### src/rtl/block_delay_line.sv
// block_delay_line: multi-entry bundled-data delay line with four-phase
// dreq/dack handshakes on both sides. Tokens are captured into a circular
// buffer, each held for at least its captured delay_cfg cycles, and then
// re-issued downstream in strict FIFO order.
//
// Handshake semantics (both sides, four-phase return-to-zero):
//   upstream   : dreq_in rises with data_in stable -> dack_out rises on capture;
//                dreq_in falls -> dack_out falls. A full buffer withholds dack_out.
//   downstream : dreq_out rises with data_out valid -> dack_in rises -> dreq_out
//                falls and the entry is popped -> dack_in falls -> next token may
//                be presented.
module block_delay_line #(
    parameter int DATA_WIDTH  = 3,
    parameter int DEPTH       = 4,
    parameter int DELAY_WIDTH = 4,
    parameter int SYNC_STAGES = 2
) (
    input  logic                         clk,
    input  logic                         rst,
    input  logic                         dreq_in,
    input  logic [DATA_WIDTH-1:0]        data_in,
    output logic                         dack_out,
    output logic                         dreq_out,
    output logic [DATA_WIDTH-1:0]        data_out,
    input  logic                         dack_in,
    input  logic [DELAY_WIDTH-1:0]       delay_cfg,
    output logic [$clog2(DEPTH+1)-1:0]   count
);

    localparam int CNT_W = $clog2(DEPTH + 1);
    localparam int PTR_W = (DEPTH > 1) ? $clog2(DEPTH) : 1;
    localparam logic [CNT_W-1:0] FULL_CNT = CNT_W'(DEPTH);
    localparam logic [PTR_W-1:0] LAST_PTR = PTR_W'(DEPTH - 1);

    typedef enum logic {IN_IDLE, IN_ACK} in_state_t;
    typedef enum logic [1:0] {OUT_IDLE, OUT_REQ, OUT_WAIT} out_state_t;

    logic s_dreq_in;
    logic s_dack_in;

    in_state_t  in_state_q, in_state_d;
    out_state_t out_state_q, out_state_d;
    logic                  dack_q, dack_d;
    logic                  dreq_q, dreq_d;
    logic [DATA_WIDTH-1:0] dout_q, dout_d;
    logic [PTR_W-1:0]      head_q, head_d;
    logic [PTR_W-1:0]      tail_q, tail_d;
    logic [CNT_W-1:0]      count_q, count_d;
    logic                  push;
    logic                  pop;
    logic                  head_ready;

    logic [DATA_WIDTH-1:0]  mem_q [DEPTH];
    logic [DELAY_WIDTH-1:0] age_q [DEPTH];

    // Handshake inputs cross in from another timing domain; SYNC_STAGES=0 means
    // the producer/consumer already share this clock.
    if (SYNC_STAGES == 0) begin : g_nosync
        assign s_dreq_in = dreq_in;
        assign s_dack_in = dack_in;
    end else begin : g_sync
        logic [SYNC_STAGES-1:0] dreq_sync_q;
        logic [SYNC_STAGES-1:0] dack_sync_q;

        // Shift chains for the two incoming handshake wires.
        always_ff @(posedge clk or posedge rst) begin
            if (rst) begin
                dreq_sync_q <= '0;
                dack_sync_q <= '0;
            end else begin
                dreq_sync_q[0] <= dreq_in;
                dack_sync_q[0] <= dack_in;
                for (int i = 1; i < SYNC_STAGES; i++) begin
                    dreq_sync_q[i] <= dreq_sync_q[i-1];
                    dack_sync_q[i] <= dack_sync_q[i-1];
                end
            end
        end

        assign s_dreq_in = dreq_sync_q[SYNC_STAGES-1];
        assign s_dack_in = dack_sync_q[SYNC_STAGES-1];
    end

    // Input FSM: capture on request when space is available, then wait for
    // the request to return to zero.
    always_comb begin
        in_state_d = in_state_q;
        dack_d     = dack_q;
        push       = 1'b0;
        case (in_state_q)
            IN_IDLE: begin
                if (s_dreq_in && (count_q < FULL_CNT)) begin
                    push       = 1'b1;
                    dack_d     = 1'b1;
                    in_state_d = IN_ACK;
                end
            end
            IN_ACK: begin
                if (!s_dreq_in) begin
                    dack_d     = 1'b0;
                    in_state_d = IN_IDLE;
                end
            end
            default: in_state_d = IN_IDLE;
        endcase
    end

    // Head is eligible only after its dwell time has fully elapsed. Using the
    // registered count keeps a just-captured token from being presented in the
    // same cycle it is written.
    assign head_ready = (count_q != '0) && (age_q[head_q] == '0);

    // Output FSM: present the head token, pop it on acknowledge, then wait for
    // the acknowledge to return to zero.
    always_comb begin
        out_state_d = out_state_q;
        dreq_d      = dreq_q;
        dout_d      = dout_q;
        pop         = 1'b0;
        case (out_state_q)
            OUT_IDLE: begin
                if (head_ready) begin
                    dout_d      = mem_q[head_q];
                    dreq_d      = 1'b1;
                    out_state_d = OUT_REQ;
                end
            end
            OUT_REQ: begin
                if (s_dack_in) begin
                    dreq_d      = 1'b0;
                    pop         = 1'b1;
                    out_state_d = OUT_WAIT;
                end
            end
            OUT_WAIT: begin
                if (!s_dack_in) begin
                    out_state_d = OUT_IDLE;
                end
            end
            default: out_state_d = OUT_IDLE;
        endcase
    end

    // Pointer wrap and occupancy bookkeeping; a push and pop in the same cycle
    // leave the count unchanged while both pointers advance.
    always_comb begin
        head_d  = head_q;
        tail_d  = tail_q;
        count_d = count_q;
        if (pop) begin
            head_d = (head_q == LAST_PTR) ? '0 : head_q + PTR_W'(1);
        end
        if (push) begin
            tail_d = (tail_q == LAST_PTR) ? '0 : tail_q + PTR_W'(1);
        end
        case ({push, pop})
            2'b10:   count_d = count_q + CNT_W'(1);
            2'b01:   count_d = count_q - CNT_W'(1);
            default: count_d = count_q;
        endcase
    end

    // Control state registers.
    always_ff @(posedge clk or posedge rst) begin
        if (rst) begin
            in_state_q  <= IN_IDLE;
            out_state_q <= OUT_IDLE;
            dack_q      <= 1'b0;
            dreq_q      <= 1'b0;
            dout_q      <= '0;
            head_q      <= '0;
            tail_q      <= '0;
            count_q     <= '0;
        end else begin
            in_state_q  <= in_state_d;
            out_state_q <= out_state_d;
            dack_q      <= dack_d;
            dreq_q      <= dreq_d;
            dout_q      <= dout_d;
            head_q      <= head_d;
            tail_q      <= tail_d;
            count_q     <= count_d;
        end
    end

    // Token storage with saturating age counters. Free entries may also count
    // down harmlessly: they are reloaded from delay_cfg when next written.
    always_ff @(posedge clk or posedge rst) begin
        if (rst) begin
            for (int i = 0; i < DEPTH; i++) begin
                mem_q[i] <= '0;
                age_q[i] <= '0;
            end
        end else begin
            for (int i = 0; i < DEPTH; i++) begin
                if (age_q[i] != '0) begin
                    age_q[i] <= age_q[i] - DELAY_WIDTH'(1);
                end
            end
            if (push) begin
                mem_q[tail_q] <= data_in;
                age_q[tail_q] <= delay_cfg;
            end
        end
    end

    assign dack_out = dack_q;
    assign dreq_out = dreq_q;
    assign data_out = dout_q;
    assign count    = count_q;

endmodule
### config.mk
export PLATFORM = sky130hd
export DESIGN_NAME = block_delay_line
export DESIGN_NICKNAME = d
export VERILOG_FILES = /design/src/rtl/block_delay_line.sv
export SDC_FILE = /design/constraint.sdc
export NUM_CORES = 1
export LEC_CHECK = 0
export CAP_MARGIN = 20
export CORE_MARGIN = 2
export CORE_UTILIZATION = 51
export DETAILED_ROUTE_END_ITERATION = 7
export GPL_TIMING_DRIVEN = 0
export PLACE_DENSITY = 0.83
export RECOVER_POWER = 100
export SYNTH_ARGS = -nofsm -noshare
export SYNTH_HDL_FRONTEND = slang
export SYNTH_SLANG_ARGS = --single-unit
export TNS_END_PERCENT = 20
### constraint.sdc
create_clock -name clk -period 1.65 [get_ports clk]
set_input_delay 0.495 -clock clk [delete_from_list [all_inputs] [get_ports clk]]
set_output_delay 0.495 -clock clk [all_outputs]
set_load 0.01 [all_outputs]
; After elaboration in Yosys (flattened, before gate mapping)
; Cells that the tools add are included.
; W data, S select, Z words.
[word_totals]
register_bits = 47
output_inout_bits = 8
word_cells = 96
[classes]
add_sub_neg = 8
order_cmp = 4
eq_ne = 11
muxes = 36
bitwise = 3
reduce_logical = 16
[op_table]
columns = cell, count
row1 = $mux W4, 7
row2 = $bwmux W16, 1
row3 = $mux W16, 1
row4 = $reduce_bool A4 Y1, 4
row5 = $sub A4 B1 Y4 const B, 4
row6 = $bwmux W12, 1
row7 = $mux W2, 5
row8 = $ne A2 B2 Y1 const B, 5
row9 = $mux W1, 9
row10 = $mux W3, 3
row11 = $bmux W4 S2, 1
row12 = $demux W4 S2, 1
row13 = $eq A2 B2 Y1 const B, 4
row14 = $bmux W3 S2, 1
row15 = $demux W3 S2, 1
row16 = $ge A3 B3 Y1 const B, 2
row17 = $not A2 Y3, 2
row18 = $pmux W1 S2, 3
row19 = $pmux W2 S3, 1
row20 = $pmux W3 S2, 1
row21 = $reduce_and A3 Y1, 2
row22 = $add A2 B1 Y2 const B, 2
row23 = $eq A2 B1 Y1 const B, 2
row24 = $logic_not A4 Y1, 1
row25 = 10 further kinds, 14

; Logic depth before layout (Yosys ltp)
; Gate-level depths: netlist of run 1.
[logic_depth]
word_depth = 8
depth_mapped = 8

; Least setup slack after synthesis of run 1
; No wires, ideal clock.
[synth_timing]
kind = flip-flop to flip-flop
from = register count_q[2] (netlist: count[2])
to = register count_q[2] (netlist: count[2])
arrival_ns = 1.586
t_required_ns = 1.528
slack_ns = -0.059
path_stages_with_launch = 9
synth_period_minus_slack_ns = 1.709
cell_sequence = dfrtp_1 -> nor3b_2 -> inv_1 -> ha_1 -> inv_1 -> fa_1 -> xor2_1 -> nor2_1 -> xnor2_1
[synth_between]
elab_chain_len = 6
elab_cells_between_ends = 10
[synth_rtl]
columns = element, line
row1 = "start, declared", 48  ; logic [CNT_W-1:0] count_q, count_d;
row2 = "start signal, assigned", 182  ; count_q <= count_d;
row3 = $lt A3 B3 Y1, 92  ; if (s_dreq_in && (count_q < FULL_CNT)) begin
row4 = $logic_and A1 B1 Y1, 92
row5 = $mux W1, 92
row6 = $mux W1, 90  ; case (in_state_q)
row7 = $eq A2 B1 Y1 or $eq A2 B2 Y1 (tied branches), 156  ; case ({push, pop})
row8 = $pmux W3 S2 or $reduce_bool A2 Y1 (tied branches), -
; Parallel ways exist; a longest one is shown, timed or not.
; A chain may end at the register's enable or synchronous reset.

; Final worst setup path of run 1
; Ends and elaborated chain as after synthesis.

==> results of run 1 <==
==> flip-flops by register name, indices dropped and copies added (netlist names), 2 cells and up <==
name,count
tail_q,2
g_sync.dack_sync_q,2
out_state_q,2
mem_q,12
count,3
data_out,3
g_sync.dreq_sync_q,2
age_q,16
head_q,2
==> metal layers <==
metal,up-vias,share of wire (%),GRT usage [%]
li1,751,-,-
met1,788,40,23.3
met2,44,54,34.3
met3,11,4.6,5.13
met4,0,1.9,7.34
met5,-,0,0
==> final timing paths <==
kind                                        from                     to
setup / recovery                        count[2]               count[2]
hold / removal             g_sync.dack_sync_q[0]  g_sync.dack_sync_q[1]
setup reg to reg                        count[2]               count[2]
hold reg to reg            g_sync.dack_sync_q[0]  g_sync.dack_sync_q[1]
max in group asynchronous                    rst               mem_q[3]
min in group asynchronous                    rst               count[1]
==> repair_timing <==
action	in CTS	in global routing
resized for setup	22	13
setup endpoints to repair	17	19
endpoints found under the hold margin	0	0
pin swaps	5	5
gates cloned	0	0
setup buffers	4	10
==> power breakdown <==
group	leakage, nW	internal [W]	total (W)	switching, W
Clock	0.0612	0.000490	0.000868	0.000378
Combinational	0.664	0.00144	0.00259	0.00115
Sequential	0.563	0.00170	0.00220	0.000503
Total	1.29	0.00363	0.00566	0.00203
==> cell usage after synthesis <==
library cell	number	area share [%]
and2_1	4	1.1
buf_2	5	1.1
a32oi_1	1	0.38
a311o_1	1	0.44
inv_1	17	2.8
or3_1	1	0.27
dfrtp_1	47	52
fa_1	1	0.88
nor3_2	1	0.44
nor2b_1	2	0.55
nor3b_2	1	0.55
nor3_1	4	0.88
a21o_1	2	0.66
a211oi_4	1	0.88
mux2_1	3	1.5
ha_1	10	5.5
mux2_2	15	7.4
nand3b_1	2	0.66
mux2i_1	6	2.6
or2_2	1	0.27
xor2_1	2	0.77
o21a_1	1	0.33
a21oi_1	4	0.88
a31oi_1	1	0.27
o31ai_1	2	0.66
nand2b_1	1	0.27
nor3b_1	3	0.99
or3b_2	2	0.77
nand2_1	17	2.8
o21ai_0	15	3.3
a221oi_2	1	0.66
mux4_2	3	3.0
nor2_1	11	1.8
inv_2	1	0.16
xnor2_1	8	3.1
==> worst max-delay path, delay by kind of cell, from the launching register on <==
family        cells  cell delay [ns]
buf+inv           2             0.15
flops             1             0.43
xor+xnor          2             0.28
fa+ha+maj         2             0.36
simple gates      2             0.37
==> layout make-up <==
class,instances,area (um2)
Fill cell,315,1470
Clock buffer,6,82.6
Timing Repair Buffer,33,287
Buffer,5,46.3
Sequential cell,47,1180
Multi-Input combinational cell,127,1100
Inverter,18,67.6
Tap cell,52,65.1
Clock inverter,2,35.0
==> stage by stage <==
step           cells  util [%]
3_3_place_gp     267      58.7
2_1_floorplan    197         -
4_1_cts          280      63.7
5_1_grt          290      66.1
6_report         290      66.1
3_5_place_dp     268      59.2
==> logic make-up (layout without fill, tap and decap cells) <==
| family | count (synthesis) | count (layout) | share of synthesized area, % |
|---|---|---|---|
| XOR/XNOR | 10 | 10 | 3.84 |
| flip-flops | 47 | 47 | 51.5 |
| AND/OR/NAND/NOR | 50 | 50 | 11.3 |
| buffers and inverters | 23 | 64 | 4.05 |
| multiplexers | 27 | 27 | 14.5 |
| adder cells (fa/ha/maj) | 11 | 11 | 6.36 |
| AO/OA/AOI/OAI | 29 | 29 | 8.44 |
==> results.json, run 1 <==
{
  "status": "complete, but fails checks",
  "violations": "setup timing",
  "area_growth_pct": 25.1,
  "critPathCaptureType": "register",
  "die_area_um2": 5030,
  "syn_area_um2": 2280,
  "slew_violations": 0,
  "postRouteAntennaNets": 0,
  "ys_ff_latch": 47,
  "cts_tree": "yes",
  "required_ns": 1.85,
  "max-cap-violations": 0,
  "cts.sinks": 47,
  "worst_hold_path_type": "register to register",
  "synth_cells": 197,
  "cpMostUsedCell": "inv_2",
  "crit_fanout": 4,
  "diodes": 0,
  "cts-root-buf": "clkbuf_8",
  "grt_max_degree": 38,
  "drc": 0,
  "path_cells": "nor3b_4, inv_2, ha_4, inv_2, fa_2, xor2_1, nor2_1, xnor2_1",
  "fmax_mhz": 586,
  "fin_skew_ns": 0.0111,
  "whs_ns": 0.355,
  "setup_tns_ns": -0.225,
  "place_area_um2": 2560,
  "fin_crit_ns": 1.71,
  "vias": 1594,
  "vdd_ir_drop_max_uv": 1100,
  "power.leakage_nw": 1.29,
  "drive_above_1_share_pct": 28.6,
  "cpPeakStageDelay_ns": 0.43,
  "tightest_slew_ns": 0.494,
  "dp_hpwl_um": 3090,
  "routedWlPerCell_um": 16.3,
  "fp.dieW_um": 70.9,
  "dr.pass1.iters": 4,
  "final_common_cell": "dfrtp_1",
  "cts_htree_levels": 2,
  "place_ws_ns": -0.168,
  "numCtsBuffers": 5,
  "vias_per_cell": 5.50,
  "crit_arrival_ns": 1.90,
  "rows": 24,
  "r2r_cells": 8,
  "p_per_area_nw_per_um2": 1980,
  "synth.distinct_cells": 35,
  "stdcell_area_um2": 2860,
  "criticalPathCategory": "register to register",
  "clk_path_buf_depth": 2,
  "total_power_w": 0.00566,
  "portBuffers": 18,
  "gp_congestion": 0.841,
  "cpMaxStageDelayCell": "dfrtp_1",
  "startpoint_type": "register",
  "cts_hold_buffers": 0,
  "seq_area_frac_synth_pct": 51.5,
  "avgSynthCellArea_um2": 11.6,
  "setup_slack_ns": -0.0575,
  "antenna_found_initial": 0,
  "hold_viol_final": 0,
  "clkSlewWorstSetupHoldPaths_ns": 0.09,
  "placeableCoreArea_um2": 4320,
  "grt_pass1_wl_um": 7440,
  "overflow": 0,
  "holdPathStages": 0,
  "synthesis.nets": 219,
  "finalSetupViolations": 6,
  "final_cell_mix": "dfrtp_1, nand2_1, o21ai_0, mux2_2",
  "min_period_over_period_pct": 103,
  "fp.dieH_um": 70.9,
  "r2r_slack_ns": -0.06,
  "drt_iter0_markers": 139,
  "nNetsFinal": 259,
  "rsz0062_at_grt": "true",
  "relSlewSlack_pct": 67.1,
  "wl_um": 4740,
  "initial_core_util_pct": 52.8,
  "gr-usage-all-layers_pct": 19.6,
  "first_global_vias": 1556,
  "pin_count": 19,
  "yosysWarnings": 0,
  "worstSkewPairLatency_ns": 0.30
}
Power figures use the tool's default switching activity.
==> run 2: changes to the inputs <==
--- a/config.mk
+++ b/config.mk
@@ -12,6 +12,9 @@
 export GPL_TIMING_DRIVEN = 0
 export PLACE_DENSITY = 0.83
 export RECOVER_POWER = 100
+export REMOVE_ABC_BUFFERS = 1
+export SETUP_SLACK_MARGIN = 0.05
+export SLEW_MARGIN = 10
 export SYNTH_ARGS = -nofsm -noshare
 export SYNTH_HDL_FRONTEND = slang
 export SYNTH_SLANG_ARGS = --single-unit
==> run 2 against run 1 <==
  * The flow still finishes with violations (setup timing)
  * Combinational power is 3% higher
  * Clock-buffer cell count unchanged
  * Largest cell class unchanged
  * Core utilization is 1.8 points higher
  * First-iteration DRC count decreased by 45%
  * Global-route usage is 1.0 points lower
  * Clock skew up 0.0033 ns
  * Via count down 2.3%
  * Maximum frequency shrank 0.83%
  * Die area unchanged
  * Critical endpoint is now tail_q[0]
  * Total power up 4.3%
  * Design area increased by 2.8%
  * Cell count increased by 0.34%
==> results.json, run 2 (same netlist as run 1, synthesis figures left out) <==
{
  "clkSlewWorstSetupHoldPaths_ns": 0.09,
  "critPathTopFamily": "simple AND/OR/NAND/NOR gates",
  "cts-root-buf": "clkbuf_8",
  "slew_violations": 0,
  "placeableCoreArea_um2": 4320,
  "area_growth_pct": 28.5,
  "path_cells": "nor3b_4, inv_2, buf_6, buf_4, buf_4, buf_4, or3_4, o21ai_2",
  "cts_tree": "yes",
  "p_switching_w": 0.00207,
  "rows": 24,
  "grt_max_degree": 29,
  "p_clk_share_pct": 17.0,
  "setup_tns_ns": -0.177,
  "internal_power_w": 0.00383,
  "swShare_pct": 35.1,
  "dr.pass1.iters": 4,
  "gr-usage-all-layers_pct": 18.6,
  "relSlewSlack_pct": 45.2,
  "drive_above_1_share_pct": 32.6,
  "overflow": 0,
  "final-seq-area_um2": 1180,
  "crit_fanout": 3,
  "fillers": 308,
  "p_per_area_nw_per_um2": 2010,
  "cpMostUsedCell": "buf_4",
  "power.leakage_nw": 1.31,
  "startpoint_type": "register",
  "cts_hold_buffers": 0,
  "postLayoutCoreUtil_pct": 67.9,
  "setup_slack_ns": -0.0718,
  "fmax_mhz": 581,
  "cts.sinks": 47,
  "fp.dieW_um": 70.9,
  "die_area_um2": 5030,
  "status": "complete, but fails checks",
  "combPwrFrac_pct": 45.3,
  "nNetsFinal": 260,
  "rsz0062_at_grt": "true",
  "min_period_over_period_pct": 104,
  "drc": 0,
  "total_power_w": 0.00591,
  "dp_hpwl_um": 2780,
  "fp.dieH_um": 70.9,
  "numCtsBuffers": 5,
  "r2r_cells": 8,
  "hold_viol_final": 0,
  "vdd_ir_drop_max_uv": 926,
  "cp_num_buf_inv": 5,
  "largest_reg_flops": 16,
  "grt_pass1_wl_um": 7200,
  "wl_um": 4660,
  "cpMaxStageDelayCell": "dfrtp_1",
  "place_ws_ns": -0.231,
  "violations": "setup timing",
  "cts_htree_levels": 2,
  "required_ns": 1.89,
  "cpPeakStageDelay_ns": 0.44,
  "final_cell_mix": "dfrtp_1, buf_4, nand2_1",
  "criticalPathCategory": "register to register",
  "pin_count": 19,
  "postRouteAntennaNets": 0,
  "multi_input_area_um2": 1140,
  "vias": 1558,
  "initial_core_util_pct": 52.8,
  "antenna_found_initial": 0,
  "worstSkewPairLatency_ns": 0.31,
  "routedWlPerCell_um": 16.0,
  "drt_iter0_markers": 77,
  "vias_per_cell": 5.35,
  "fin_crit_ns": 1.72,
  "max-cap-violations": 0,
  "worst_hold_path_type": "register to register",
  "clk_path_buf_depth": 2,
  "first_global_vias": 1539,
  "gp_congestion": 0.781,
  "holdPathStages": 0,
  "biggestRegsByFlops": "age_q: 16 flops, mem_q: 12 flops",
  "critPathCaptureType": "register",
  "cp.depth": 8,
  "diodes": 0,
  "portBuffers": 18,
  "crit_arrival_ns": 1.96,
  "tightest_slew_ns": 0.820,
  "finalSetupViolations": 6,
  "fin_skew_ns": 0.0145,
  "final_common_cell": "dfrtp_1",
  "top_register": "age_q",
  "seq_power_share_pct": 37.7
}
## run 2: cell count changes in the layout (fill, tap and decap cells not counted), sizes merged
cell	change
buf	+2
bufinv	+1
clkbuf	-1
clkinv	-1
## run 2: final timing paths
check	startpoint	slack [ns]	endpoint
min in group asynchronous	rst	0.78	g_sync.dreq_sync_q[1]
min	g_sync.dreq_sync_q[0]	0.37	g_sync.dreq_sync_q[1]
max	count[2]	-0.07	tail_q[0]
min reg2reg	g_sync.dreq_sync_q[0]	0.37	g_sync.dreq_sync_q[1]
max reg2reg	count[2]	-0.07	tail_q[0]
max in group asynchronous	rst	0.24	age_q[0]
## run 2: through the flow
step / cell area [um2] / instances / hold WS [ns]
after floorplan: 2260 / 192 / 0.331
after global placement: 2500 / 262 / 0.332
after detailed placement: 2520 / 263 / 0.343
after CTS: 2760 / 280 / 0.364
after global routing: 2940 / 291 / 0.370
final: 2940 / 291 / 0.367
## run 2: area by class of cell
class                           count  area share, %
Clock inverter                      2           2.05
Sequential cell                    47           40.2
Tap cell                           52           2.22
Clock buffer                        6           2.47
Timing Repair Buffer               39           12.0
Multi-Input combinational cell    127           38.7
Inverter                           18           2.39
## run 2: repair_timing
action                     4_1_cts  5_1_grt
setup endpoints to repair       43       25
resized for setup               22       29
buffers inserted                 9       11
pin swaps                        6        8
## run 2: layer usage
layer  vias to the layer above  track usage [%]  share of wire [%]
li1                        744                -                  -
met1                       772             23.9                 44
met2                        29             31.3                 50
met3                        13             4.27                2.9
met4                         0             6.29                3.0
met5                         -                0                  0
## run 2: power groups by stage
stage                     registers (W)  clock network (W)  logic (W)
after floorplan                 0.00210                  0    0.00156
after global placement          0.00214                  0    0.00201
after detailed placement        0.00216                  0    0.00211
after CTS                       0.00217            0.00101    0.00218
after global routing            0.00230            0.00105    0.00294
final                           0.00223            0.00100    0.00268
## run 2: worst register-to-register path, delay by kind of cell (launching register included)
family                 cells  cell delay [ns]
AND/OR/NAND/NOR            2             0.58
buffers and inverters      5             0.58
flip-flops                 1             0.44
AO/OA/AOI/OAI              1             0.06
